File: src/rtl/decode_pkg.sv
// Shared decode definitions: opcodes, control bundle layout and the control decoder.
package decode_pkg;

    localparam logic [4:0] OP_HALT  = 5'b00000;
    localparam logic [4:0] OP_NOP   = 5'b00001;
    localparam logic [4:0] OP_J     = 5'b00100;
    localparam logic [4:0] OP_JAL   = 5'b00110;
    localparam logic [4:0] OP_ADDI  = 5'b01000;
    localparam logic [4:0] OP_SUBI  = 5'b01001;
    localparam logic [4:0] OP_XORI  = 5'b01010;
    localparam logic [4:0] OP_BEQZ  = 5'b01100;
    localparam logic [4:0] OP_ST    = 5'b10000;
    localparam logic [4:0] OP_LD    = 5'b10001;
    localparam logic [4:0] OP_LBI   = 5'b11000;
    localparam logic [4:0] OP_RTYPE = 5'b11011;

    localparam logic [15:0] INSTR_NOP  = 16'h0800;
    localparam logic [15:0] INSTR_HALT = 16'h0000;

    typedef enum logic [2:0] {ALU_ADD, ALU_SUB, ALU_XOR, ALU_ANDN, ALU_PASSB} alu_op_e;
    typedef enum logic [1:0] {SRC_RD2, SRC_IMM5S, SRC_IMM5Z, SRC_IMM8S} alu_src_e;
    // Destination field select: [7:5], [10:8], [4:2], link register NREGS-1.
    typedef enum logic [1:0] {DEST_I, DEST_RS, DEST_R, DEST_LINK} reg_dest_e;

    typedef struct packed {
        alu_op_e   alu_op;
        alu_src_e  alu_src;
        reg_dest_e reg_dest;
        logic      reg_write;
        logic      mem_read;
        logic      mem_write;
        logic      branch;
        logic      jump;
        logic      halt;
        logic      use_rs;
        logic      use_rt;
    } ctrl_t;

    localparam int CTRL_W            = $bits(ctrl_t);
    localparam int CTRL_USE_RT_BIT   = 0;
    localparam int CTRL_USE_RS_BIT   = 1;
    localparam int CTRL_HALT_BIT     = 2;
    localparam int CTRL_REGWRITE_BIT = 7;
    localparam int CTRL_ALU_OP_LSB   = 12;

    function automatic ctrl_t decode_ctrl(input logic [4:0] op, input logic [1:0] func);
        ctrl_t c;
        c = '0;
        case (op)
            OP_HALT: c.halt = 1'b1;
            OP_ADDI, OP_SUBI, OP_XORI: begin
                c.alu_op    = (op == OP_ADDI) ? ALU_ADD : (op == OP_SUBI) ? ALU_SUB : ALU_XOR;
                c.alu_src   = (op == OP_XORI) ? SRC_IMM5Z : SRC_IMM5S;
                c.reg_dest  = DEST_I;
                c.reg_write = 1'b1;
                c.use_rs    = 1'b1;
            end
            OP_LBI: begin
                c.alu_op    = ALU_PASSB;
                c.alu_src   = SRC_IMM8S;
                c.reg_dest  = DEST_RS;
                c.reg_write = 1'b1;
            end
            OP_RTYPE: begin
                c.alu_op    = alu_op_e'({1'b0, func});
                c.reg_dest  = DEST_R;
                c.reg_write = 1'b1;
                c.use_rs    = 1'b1;
                c.use_rt    = 1'b1;
            end
            OP_ST: begin
                c.alu_src   = SRC_IMM5S;
                c.mem_write = 1'b1;
                c.use_rs    = 1'b1;
                c.use_rt    = 1'b1;
            end
            OP_LD: begin
                c.alu_src   = SRC_IMM5S;
                c.reg_dest  = DEST_I;
                c.reg_write = 1'b1;
                c.mem_read  = 1'b1;
                c.use_rs    = 1'b1;
            end
            OP_BEQZ: begin
                c.branch = 1'b1;
                c.use_rs = 1'b1;
            end
            OP_J:   c.jump = 1'b1;
            OP_JAL: begin
                c.jump      = 1'b1;
                c.reg_dest  = DEST_LINK;
                c.reg_write = 1'b1;
            end
            default: ;
        endcase
        return c;
    endfunction

endpackage

File: src/rtl/decode_scoreboard.sv
// Per-register pending-write counters and RAW / in-flight-limit stall detection.
module decode_scoreboard
    import decode_pkg::*;
#(
    parameter int NREGS        = 8,
    parameter int MAX_INFLIGHT = 4,
    localparam int RW          = $clog2(NREGS),
    localparam int CW          = $clog2(MAX_INFLIGHT + 1)
)(
    input  logic          clk,
    input  logic          srst,
    input  logic          i_inc_en,
    input  logic [RW-1:0] i_inc_reg,
    input  logic          i_dec_en,
    input  logic [RW-1:0] i_dec_reg,
    input  logic          i_kill_en,
    input  logic [RW-1:0] i_kill_reg,
    input  logic          i_src1_use,
    input  logic [RW-1:0] i_src1,
    input  logic          i_src2_use,
    input  logic [RW-1:0] i_src2,
    input  logic          i_writes,
    output logic          o_stall
);

    localparam int SW = CW + RW;

    logic [CW-1:0] r_pend      [NREGS];
    logic [CW-1:0] w_pend_next [NREGS];
    logic [SW-1:0] w_inflight;
    logic [CW-1:0] w_p1, w_p2;
    logic          w_blk1, w_blk2, w_full;

    genvar gi;
    generate
        for (gi = 0; gi < NREGS; gi++) begin : g_pend
            logic [CW:0] w_up, w_down;
            // A writeback to an idle register is an architectural write only.
            assign w_up   = {1'b0, r_pend[gi]} + (CW+1)'(i_inc_en && i_inc_reg == RW'(gi));
            assign w_down = (CW+1)'(i_dec_en && i_dec_reg == RW'(gi) && r_pend[gi] != '0)
                          + (CW+1)'(i_kill_en && i_kill_reg == RW'(gi));
            assign w_pend_next[gi] = (w_up > w_down) ? CW'(w_up - w_down) : '0;
        end
    endgenerate

    always_ff @(posedge clk) begin
        if (srst) begin
            for (int i = 0; i < NREGS; i++) r_pend[i] <= '0;
        end else begin
            for (int i = 0; i < NREGS; i++) r_pend[i] <= w_pend_next[i];
        end
    end

    always_comb begin
        w_inflight = '0;
        for (int i = 0; i < NREGS; i++) w_inflight = w_inflight + SW'(r_pend[i]);
    end

    // A source whose last pending write lands this cycle is served by the bypass.
    assign w_p1   = r_pend[i_src1];
    assign w_p2   = r_pend[i_src2];
    assign w_blk1 = i_src1_use && (w_p1 != '0) && !(i_dec_en && i_dec_reg == i_src1 && w_p1 == CW'(1));
    assign w_blk2 = i_src2_use && (w_p2 != '0) && !(i_dec_en && i_dec_reg == i_src2 && w_p2 == CW'(1));
    assign w_full = i_writes && (w_inflight >= SW'(MAX_INFLIGHT));
    assign o_stall = w_blk1 || w_blk2 || w_full;

endmodule

File: src/rtl/decode_issue.sv
// Decode/issue stage: register read with writeback bypass, scoreboard hazard
// stall, flush drop window and a valid/ready ID/EX register.
module decode_issue
    import decode_pkg::*;
#(
    parameter int DW           = 16,
    parameter int NREGS        = 8,
    parameter int MAX_INFLIGHT = 4,
    parameter int FLUSH_CYCLES = 3,
    localparam int RW          = $clog2(NREGS)
)(
    input  logic              clk,
    input  logic              rst,
    input  logic              if_valid,
    input  logic [15:0]       if_instr,
    input  logic              if_align_err,
    output logic              id_ready,
    input  logic              flush,
    input  logic              wb_en,
    input  logic [RW-1:0]     wb_reg,
    input  logic [DW-1:0]     wb_data,
    output logic              ex_valid,
    input  logic              ex_ready,
    output logic [DW-1:0]     ex_a,
    output logic [DW-1:0]     ex_b,
    output logic [DW-1:0]     ex_rd2,
    output logic [DW-1:0]     ex_imm8,
    output logic [DW-1:0]     ex_imm11,
    output logic [RW-1:0]     ex_wreg,
    output logic              ex_regwrite,
    output logic [CTRL_W-1:0] ex_ctrl,
    output logic              halted
);

    localparam int DCW = $clog2(FLUSH_CYCLES + 1);

    logic [DW-1:0]  r_regs [NREGS];
    logic           r_ex_valid, r_ex_regwrite, r_halted;
    logic [DW-1:0]  r_ex_a, r_ex_b, r_ex_rd2, r_ex_imm8, r_ex_imm11;
    logic [RW-1:0]  r_ex_wreg;
    ctrl_t          r_ex_ctrl;
    logic [DCW-1:0] r_drop_cnt;

    ctrl_t          w_ctrl;
    logic [RW-1:0]  w_src1, w_src2, w_wreg;
    logic [DW-1:0]  w_rd1, w_rd2, w_opb, w_imm5s, w_imm5z, w_imm8s, w_imm11s;
    logic           w_stall, w_id_ready, w_id_fire;

    // An alignment fault is issued as HALT so it retires in program order.
    assign w_ctrl = if_align_err ? decode_ctrl(OP_HALT, 2'b00)
                                 : decode_ctrl(if_instr[15:11], if_instr[1:0]);

    assign w_src1   = if_instr[8 +: RW];
    assign w_src2   = if_instr[5 +: RW];
    assign w_imm5s  = {{(DW-5){if_instr[4]}}, if_instr[4:0]};
    assign w_imm5z  = {{(DW-5){1'b0}}, if_instr[4:0]};
    assign w_imm8s  = {{(DW-8){if_instr[7]}}, if_instr[7:0]};
    assign w_imm11s = {{(DW-11){if_instr[10]}}, if_instr[10:0]};

    always_comb begin
        w_wreg = RW'(NREGS - 1);
        case (w_ctrl.reg_dest)
            DEST_I:  w_wreg = if_instr[5 +: RW];
            DEST_RS: w_wreg = if_instr[8 +: RW];
            DEST_R:  w_wreg = if_instr[2 +: RW];
            default: w_wreg = RW'(NREGS - 1);
        endcase
    end

    assign w_rd1 = (wb_en && wb_reg == w_src1) ? wb_data : r_regs[w_src1];
    assign w_rd2 = (wb_en && wb_reg == w_src2) ? wb_data : r_regs[w_src2];

    always_comb begin
        w_opb = w_rd2;
        case (w_ctrl.alu_src)
            SRC_IMM5S: w_opb = w_imm5s;
            SRC_IMM5Z: w_opb = w_imm5z;
            SRC_IMM8S: w_opb = w_imm8s;
            default:   w_opb = w_rd2;
        endcase
    end

    always_ff @(posedge clk) begin
        if (rst) begin
            for (int i = 0; i < NREGS; i++) r_regs[i] <= '0;
        end else if (wb_en) begin
            r_regs[wb_reg] <= wb_data;
        end
    end

    decode_scoreboard #(
        .NREGS        (NREGS),
        .MAX_INFLIGHT (MAX_INFLIGHT)
    ) u_scoreboard (
        .clk        (clk),
        .srst       (rst),
        .i_inc_en   (w_id_fire && w_ctrl.reg_write),
        .i_inc_reg  (w_wreg),
        .i_dec_en   (wb_en),
        .i_dec_reg  (wb_reg),
        .i_kill_en  (flush && r_ex_valid && r_ex_regwrite),
        .i_kill_reg (r_ex_wreg),
        .i_src1_use (w_ctrl.use_rs),
        .i_src1     (w_src1),
        .i_src2_use (w_ctrl.use_rt),
        .i_src2     (w_src2),
        .i_writes   (w_ctrl.reg_write),
        .o_stall    (w_stall)
    );

    assign w_id_ready = !rst && (!r_ex_valid || ex_ready) && !w_stall && !r_halted
                        && (r_drop_cnt == '0) && !flush;
    assign w_id_fire  = if_valid && w_id_ready;

    always_ff @(posedge clk) begin
        if (rst) begin
            r_ex_valid    <= 1'b0;
            r_ex_a        <= '0;
            r_ex_b        <= '0;
            r_ex_rd2      <= '0;
            r_ex_imm8     <= '0;
            r_ex_imm11    <= '0;
            r_ex_wreg     <= '0;
            r_ex_regwrite <= 1'b0;
            r_ex_ctrl     <= '0;
            r_halted      <= 1'b0;
            r_drop_cnt    <= '0;
        end else begin
            if (flush) begin
                r_ex_valid <= 1'b0;
            end else if (w_id_fire) begin
                r_ex_valid    <= 1'b1;
                r_ex_a        <= w_rd1;
                r_ex_b        <= w_opb;
                r_ex_rd2      <= w_rd2;
                r_ex_imm8     <= w_imm8s;
                r_ex_imm11    <= w_imm11s;
                r_ex_wreg     <= w_wreg;
                r_ex_regwrite <= w_ctrl.reg_write;
                r_ex_ctrl     <= w_ctrl;
            end else if (ex_ready) begin
                r_ex_valid <= 1'b0;
            end
            if (w_id_fire && w_ctrl.halt) r_halted <= 1'b1;
            // The flush cycle itself drops one instruction; the counter covers the rest.
            if (flush)                  r_drop_cnt <= DCW'(FLUSH_CYCLES - 1);
            else if (r_drop_cnt != '0)  r_drop_cnt <= r_drop_cnt - DCW'(1);
        end
    end

    assign id_ready    = w_id_ready;
    assign ex_valid    = r_ex_valid;
    assign ex_a        = r_ex_a;
    assign ex_b        = r_ex_b;
    assign ex_rd2      = r_ex_rd2;
    assign ex_imm8     = r_ex_imm8;
    assign ex_imm11    = r_ex_imm11;
    assign ex_wreg     = r_ex_wreg;
    assign ex_regwrite = r_ex_regwrite;
    assign ex_ctrl     = r_ex_ctrl;
    assign halted      = r_halted;

endmodule
File: config.mk
export PLATFORM = sky130hd
export DESIGN_NAME = decode_issue
export DESIGN_NICKNAME = d
export VERILOG_FILES = /design/src/rtl/decode_pkg.sv /design/src/rtl/decode_scoreboard.sv /design/src/rtl/decode_issue.sv
export SDC_FILE = /design/constraint.sdc
export NUM_CORES = 1
export LEC_CHECK = 0
export ABC_AREA = 1
export CORE_ASPECT_RATIO = 1.2
export CORE_MARGIN = 2
export CORE_UTILIZATION = 52
export CTS_CLUSTER_DIAMETER = 150
export DETAILED_ROUTE_END_ITERATION = 10
export PLACE_DENSITY = 0.74
export SLEW_MARGIN = 20
export SYNTH_ARGS = -nofsm -noshare
export SYNTH_HDL_FRONTEND = slang
export SYNTH_SLANG_ARGS = --single-unit
export TNS_END_PERCENT = 30
File: constraint.sdc
create_clock -name clk -period 8.9 [get_ports clk]
set_input_delay 1.78 -clock clk [delete_from_list [all_inputs] [get_ports clk]]
set_output_delay 1.78 -clock clk [all_outputs]
set_load 0.02 [all_outputs]
# == Word-level counts from Yosys, hierarchy flattened ==
# Memory sizes are Yosys's and may differ from the RTL's. A register that Yosys moved wholly into a read port is not among the register bits.
# Index checks and enable logic that the tools add are counted.
# totals
register_bits,73
in_bits,42
word_cells,247
mem_bits_rw,152
memories,2
out_inout_bits,102
# mem_list
memory,words,word_bits,read_ports,rd_ports_with_merged_regs,wr,line_no,rtl
r_regs,8,16,2,1,8,decode_issue.sv:37,logic [DW-1:0] r_regs [NREGS];
u_scoreboard.r_pend,8,3,10,0,8,decode_scoreboard.sv:28,logic [CW-1:0] r_pend [NREGS];
# op_classes
bitwise,9
n_eq_ne,40
magnitude_cmp,9
addsub,32
n_reduce_logical,89
n_mux,46
# op_table
op,n
$logic_and 1x1->1,51
$mux 3,17
$pmux 16 s3,1
$add 6x3->6,6
$eq 3x3->1 const B,12
$add 3x1->4,8
$gt 4x2->1,8
$mux 16,2
$reduce_bool 3->1,10
$sub 3x3->3,8
$eq 5x4->1 const B,4
$eq 5x5->1 const B,4
$eq 3x2->1 const B,6
$pmux 3 s3,2
$add 1x1->2,8
$mux 1,16
$reduce_or 16->1,1
$eq 3x1->1 const B,5
$mux 15,1
$pmux 3 s4,1
$eq 5x3->1 const B,2
$mux 2,5
$logic_not 3->1,3
$or 1x1->1,8
18 further kinds,36

# == Depth between registers and ports, before layout ==
# An unclocked memory read counts as a cell.
# depth
depth_word,23
depth_mapped,31
mapped_depth_nobuf,31

# == By module ==
# A second synthesis with hierarchy kept.
# unflattened
hier_cells,1795
area_unflattened_um2,13696.9
# modules_own_cells
module,n_inst,area_per_inst_um2,seq_area_each_um2,cells_per_inst
decode_issue,1,10779.1,5465.2,1392
decode_scoreboard,1,2917.8,480.5,403

# == Worst setup path before layout ==
# No wires, ideal clock.
# synth_path
path_type,register to output
startpoint,mem u_scoreboard.r_pend[1][0] (netlist name)
endpoint,out id_ready
t_required_ps,7120
arrival_time_ps,4484
slack_ps,2636
n_path_buf,1
stages_incl_launch_ff,20
path_cell_list,dfxtp_1 ha_1 fa_1 xor2_1 fa_1 inv_1 fa_1 fa_1 inv_1 fa_1 fa_1 xor2_1 nor2_1 nand2_1 nor2_1 inv_1 nand2_1 nand2_1 nor2_4 buf_4
# synth_rtl
element,line_no,rtl
start: declaration,decode_scoreboard.sv:28,
end: declaration,decode_issue.sv:17,"output logic id_ready,"

==> impl_results.md <==
- Startpoint of the worst-slack reg-to-reg timing path: u_scoreboard.r_pend[1][0]$_SDFF_PP0_
- Starting DRC count in detailed routing: ~1200
- Power per unit of standard cell area: 161 nW/um2
- Via-per-instance ratio: 5.53
- TritonRoute pass-1 iters: 6
- Wire length of the first global-routing pass: between 60000 and 70000 um
- Average wire length per cell after detail routing: 17.8 um
- Post-detailed-route count of antenna-violating nets: 0
- Average cell area after synthesis: ~7.3 um2
- Worst EP arrival: 6.05 ns
- Share of the core filled with cells in the final layout: 0.603
- Hold Slack: 0.455 ns
- Remaining design rule violation count: 0
- Type of origin of the critical path: flip-flop
- Area of the die: 28600 um2
- Time the worst path needs with I/O delays and setup: slightly below 8 ns
- Top Ports: between 100 and 150
- RR Endpoint: u_scoreboard.r_pend[3][1]$_SDFF_PP0_
- Clk sinks: 233
- Share of post-route cells with drive strength above 1: 0.0367
- Layout Nets: around 2100
- Cell types occupying the most area after synthesis: sky130_fd_sc_hd__edfxtp_1 27%, sky130_fd_sc_hd__dfxtp_1 15%, sky130_fd_sc_hd__nand2_1 10%
- Synth cell types: 31
- Overall routed net length: 41900 um
- Number of buffers inserted for hold repair after clock tree synthesis: 0
- Total grt overflow: 0
- Post-synthesis cell type with the largest combined area: sky130_fd_sc_hd__edfxtp_1
- Max Clock Skew: 0.0163 ns
- Worst-case register-to-register setup slack: around 2.2 ns
- Crit path kind: reg -> out
- Crit share post-route: 0.880
- Post-synth top flop: sky130_fd_sc_hd__edfxtp_1
- Synthesized netlist net count: 2051
- Final slew viol count: 0
- Die height: 185 um
- CP Launch Point: u_scoreboard.r_pend[1][0]$_SDFF_PP0_
- Synthesized instance count: 1934
- Total of flip-flops plus latches after synthesis: approximately 230
- Post-Place Cells: 2307
- Yosys top cell area share: 0.271
- Standard cell area after detailed placement: between 15000 and 20000 um2
- TritonCTS clock tree: built
- Final standard cell count with taps included and fillers excluded: 2354
- Global routing usage summed across all routing layers: 0.290
- Final worst slack: roughly 1.1 ns
- N_diodes: 0
- Final HPWL from detailed placement: 27500 um
- Via count of the first global-routing pass: 12400
- Clock buffers created by TritonCTS: 26
- Via count: ~13000
- Count of instances resized after the clock tree is built: 0
- Maximum capacitance violations: 0
- Static leakage: 7.36 nW
- Core Footprint: between 20000 and 30000 um2
- End of the worst hold path: r_drop_cnt[0]$_SDFFE_PP0P_
- Fin area: 16300 um2
- Largest net degree at the start of global routing: 112
- Worst-case vdd ir drop: 111 uV
- CTS clock-pin slew for the worst setup and hold paths: 0.06 ns
- Starting utilization of the core area: 0.525
- Final Hold Viols: 0
- Yosys warnings: 0
- Global placement routability congestion: ~0.9
- Highest clock rate: 0.128 GHz
- Hold_sp: r_drop_cnt[0]$_SDFFE_PP0P_
- Top post-synthesis cells by count: 384 x sky130_fd_sc_hd__nand2_1, 371 x sky130_fd_sc_hd__nor2_1, 269 x sky130_fd_sc_hd__inv_1
- Sequential area share after synthesis: 0.419
- Buffer type at the clock tree root: sky130_fd_sc_hd__clkbuf_16
- Setup repair after global routing missed its margin: false
- Share of flip-flops with an asynchronous set or reset after synthesis: 0
- Initial antenna violation count: 0
- Buffer count from post-CTS setup fixing: 0
- Total negative slack for setup checks: 0 ns
- Worst-Margin Slew: 1.06 ns
- Worst relative slew slack: 0.290
- Required time at the worst-slack endpoint: 7.12 ns
- Run status: finished clean
- Maximum buffer depth of the clock tree: 3
- Most used standard cell by instance count after synthesis: sky130_fd_sc_hd__nand2_1
- Total of endpoints with negative setup slack in the final report: 0
- Setup WS pre-CTS: 1.64 ns
- Clock latency on the worst-skew pair: 0.54 ns
- Sum of internal, switching and leakage power: 2.63 mW
- Hold crit path type: reg -> reg
- Worst-path fanout max: 33
- CTS H-tree depth: 1
- Length in cells of the worst reg-to-reg path: 29
- Growth of design area from synthesis to finish: 14.9%
- Worst hold path stage count: 1
- Std-Cell Rows: 66
- Number of enable flip-flop cells after synthesis: roughly 130
- Post-synthesis cell area: 14200 um2
- Critical path endpoint category: primary output
- Port-buffer cells: between 100 and 150
- Floorplan die width: 155 um
[logic make-up after synthesis]
| family | after synthesis | share of synthesized area |
|---|---|---|
| xor+xnor | 18 | 0.0111 |
| simple gates | 920 | 0.261 |
| fa+ha+maj | 75 | 0.0778 |
| flops | 233 | 0.419 |
| compound gates | 278 | 0.111 |
| buf+inv | 410 | 0.120 |
[critical path, stage by stage (launching register included)]
cell and delay [ns]:
sky130_fd_sc_hd__dfxtp_1 0.33, sky130_fd_sc_hd__ha_1 0.24, sky130_fd_sc_hd__fa_1 0.38, sky130_fd_sc_hd__xor2_1 0.16
sky130_fd_sc_hd__fa_1 0.48, sky130_fd_sc_hd__inv_1 0.05, sky130_fd_sc_hd__fa_1 0.50, sky130_fd_sc_hd__fa_1 0.54
sky130_fd_sc_hd__inv_1 0.05, sky130_fd_sc_hd__fa_1 0.51, sky130_fd_sc_hd__fa_1 0.48, sky130_fd_sc_hd__nand3_1 0.12
sky130_fd_sc_hd__nand3_1 0.08, sky130_fd_sc_hd__nand2_1 0.06, sky130_fd_sc_hd__nand3_1 0.06, sky130_fd_sc_hd__nor2_1 0.15
sky130_fd_sc_hd__inv_1 0.06, sky130_fd_sc_hd__nand2_1 0.06, sky130_fd_sc_hd__nand2_1 0.08, sky130_fd_sc_hd__nor2_4 0.08
sky130_fd_sc_hd__buf_4 0.32, sky130_fd_sc_hd__clkdlybuf4s50_1 0.68
[state kept, by name, summed over array words and instances (netlist names)]
| name | count |
|---|---|
| ex_wreg | 3 |
| r_regs | 128 |
| ex_valid | 1 |
| ex_imm8 | 7 |
| ex_b | 16 |
| halted | 1 |
| ex_a | 16 |
| r_drop_cnt | 2 |
| ex_ctrl | 15 |
| ex_rd2 | 16 |
| ex_imm11 | 4 |
| u_scoreboard.r_pend | 24 |
[cell type report]
| cell class | count | area [um2] |
|---|---|---|
| clock inverter | 17 | 109 |
| timing repair buffer | 155 | 1510 |
| clock buffer | 30 | 687 |
| multi-input combinational | 1291 | 6540 |
| sequential | 233 | 5950 |
| inverter | 288 | 1080 |
| fill | 2414 | 10700 |
| tap | 340 | 425 |
[power breakdown]
part / switching, mW / internal, mW / leakage, nW
Sequential: 0.0259 / 1.19 / 2.08
Clock: 0.442 / 0.578 / 0.386
Combinational: 0.265 / 0.129 / 4.89
Total: 0.733 / 1.90 / 7.36
[layer usage]
layer | part of all wire | global-route usage
met1 | 0.39 | 0.352
met2 | 0.49 | 0.514
met3 | 0.081 | 0.0449
met4 | 0.043 | 0.124
met5 | 0 | 0
[how the worst max path moves through the flow]
stage | slack [ns] | end
floorplan | 2.64 | id_ready
global placement | 1.70 | id_ready
detailed placement | 1.64 | id_ready
CTS | 1.07 | id_ready
global route | 0.80 | id_ready
finish | 1.07 | id_ready
[layout by cell type, fill, tap and decap left out, drive strengths merged, types with 7 or more instances in the layout]
| master | netlist | layout |
|---|---|---|
| dfxtp | 105 | 105 |
| nand3 | 140 | 140 |
| ha | 53 | 53 |
| o21ai | 120 | 120 |
| a31oi | 7 | 7 |
| nor3 | 12 | 12 |
| buf | 74 | 16 |
| edfxtp | 128 | 128 |
| xnor2 | 14 | 14 |
| fa | 22 | 22 |
| inv | 280 | 280 |
| nor2 | 375 | 375 |
| clkdlybuf4s50 | 0 | 139 |
| a21oi | 88 | 88 |
| clkbuf | 48 | 30 |
| nand4 | 8 | 8 |
| o211ai | 58 | 58 |
| clkinv | 8 | 20 |
| nand2 | 385 | 385 |
(Power assumes the default switching activity.)
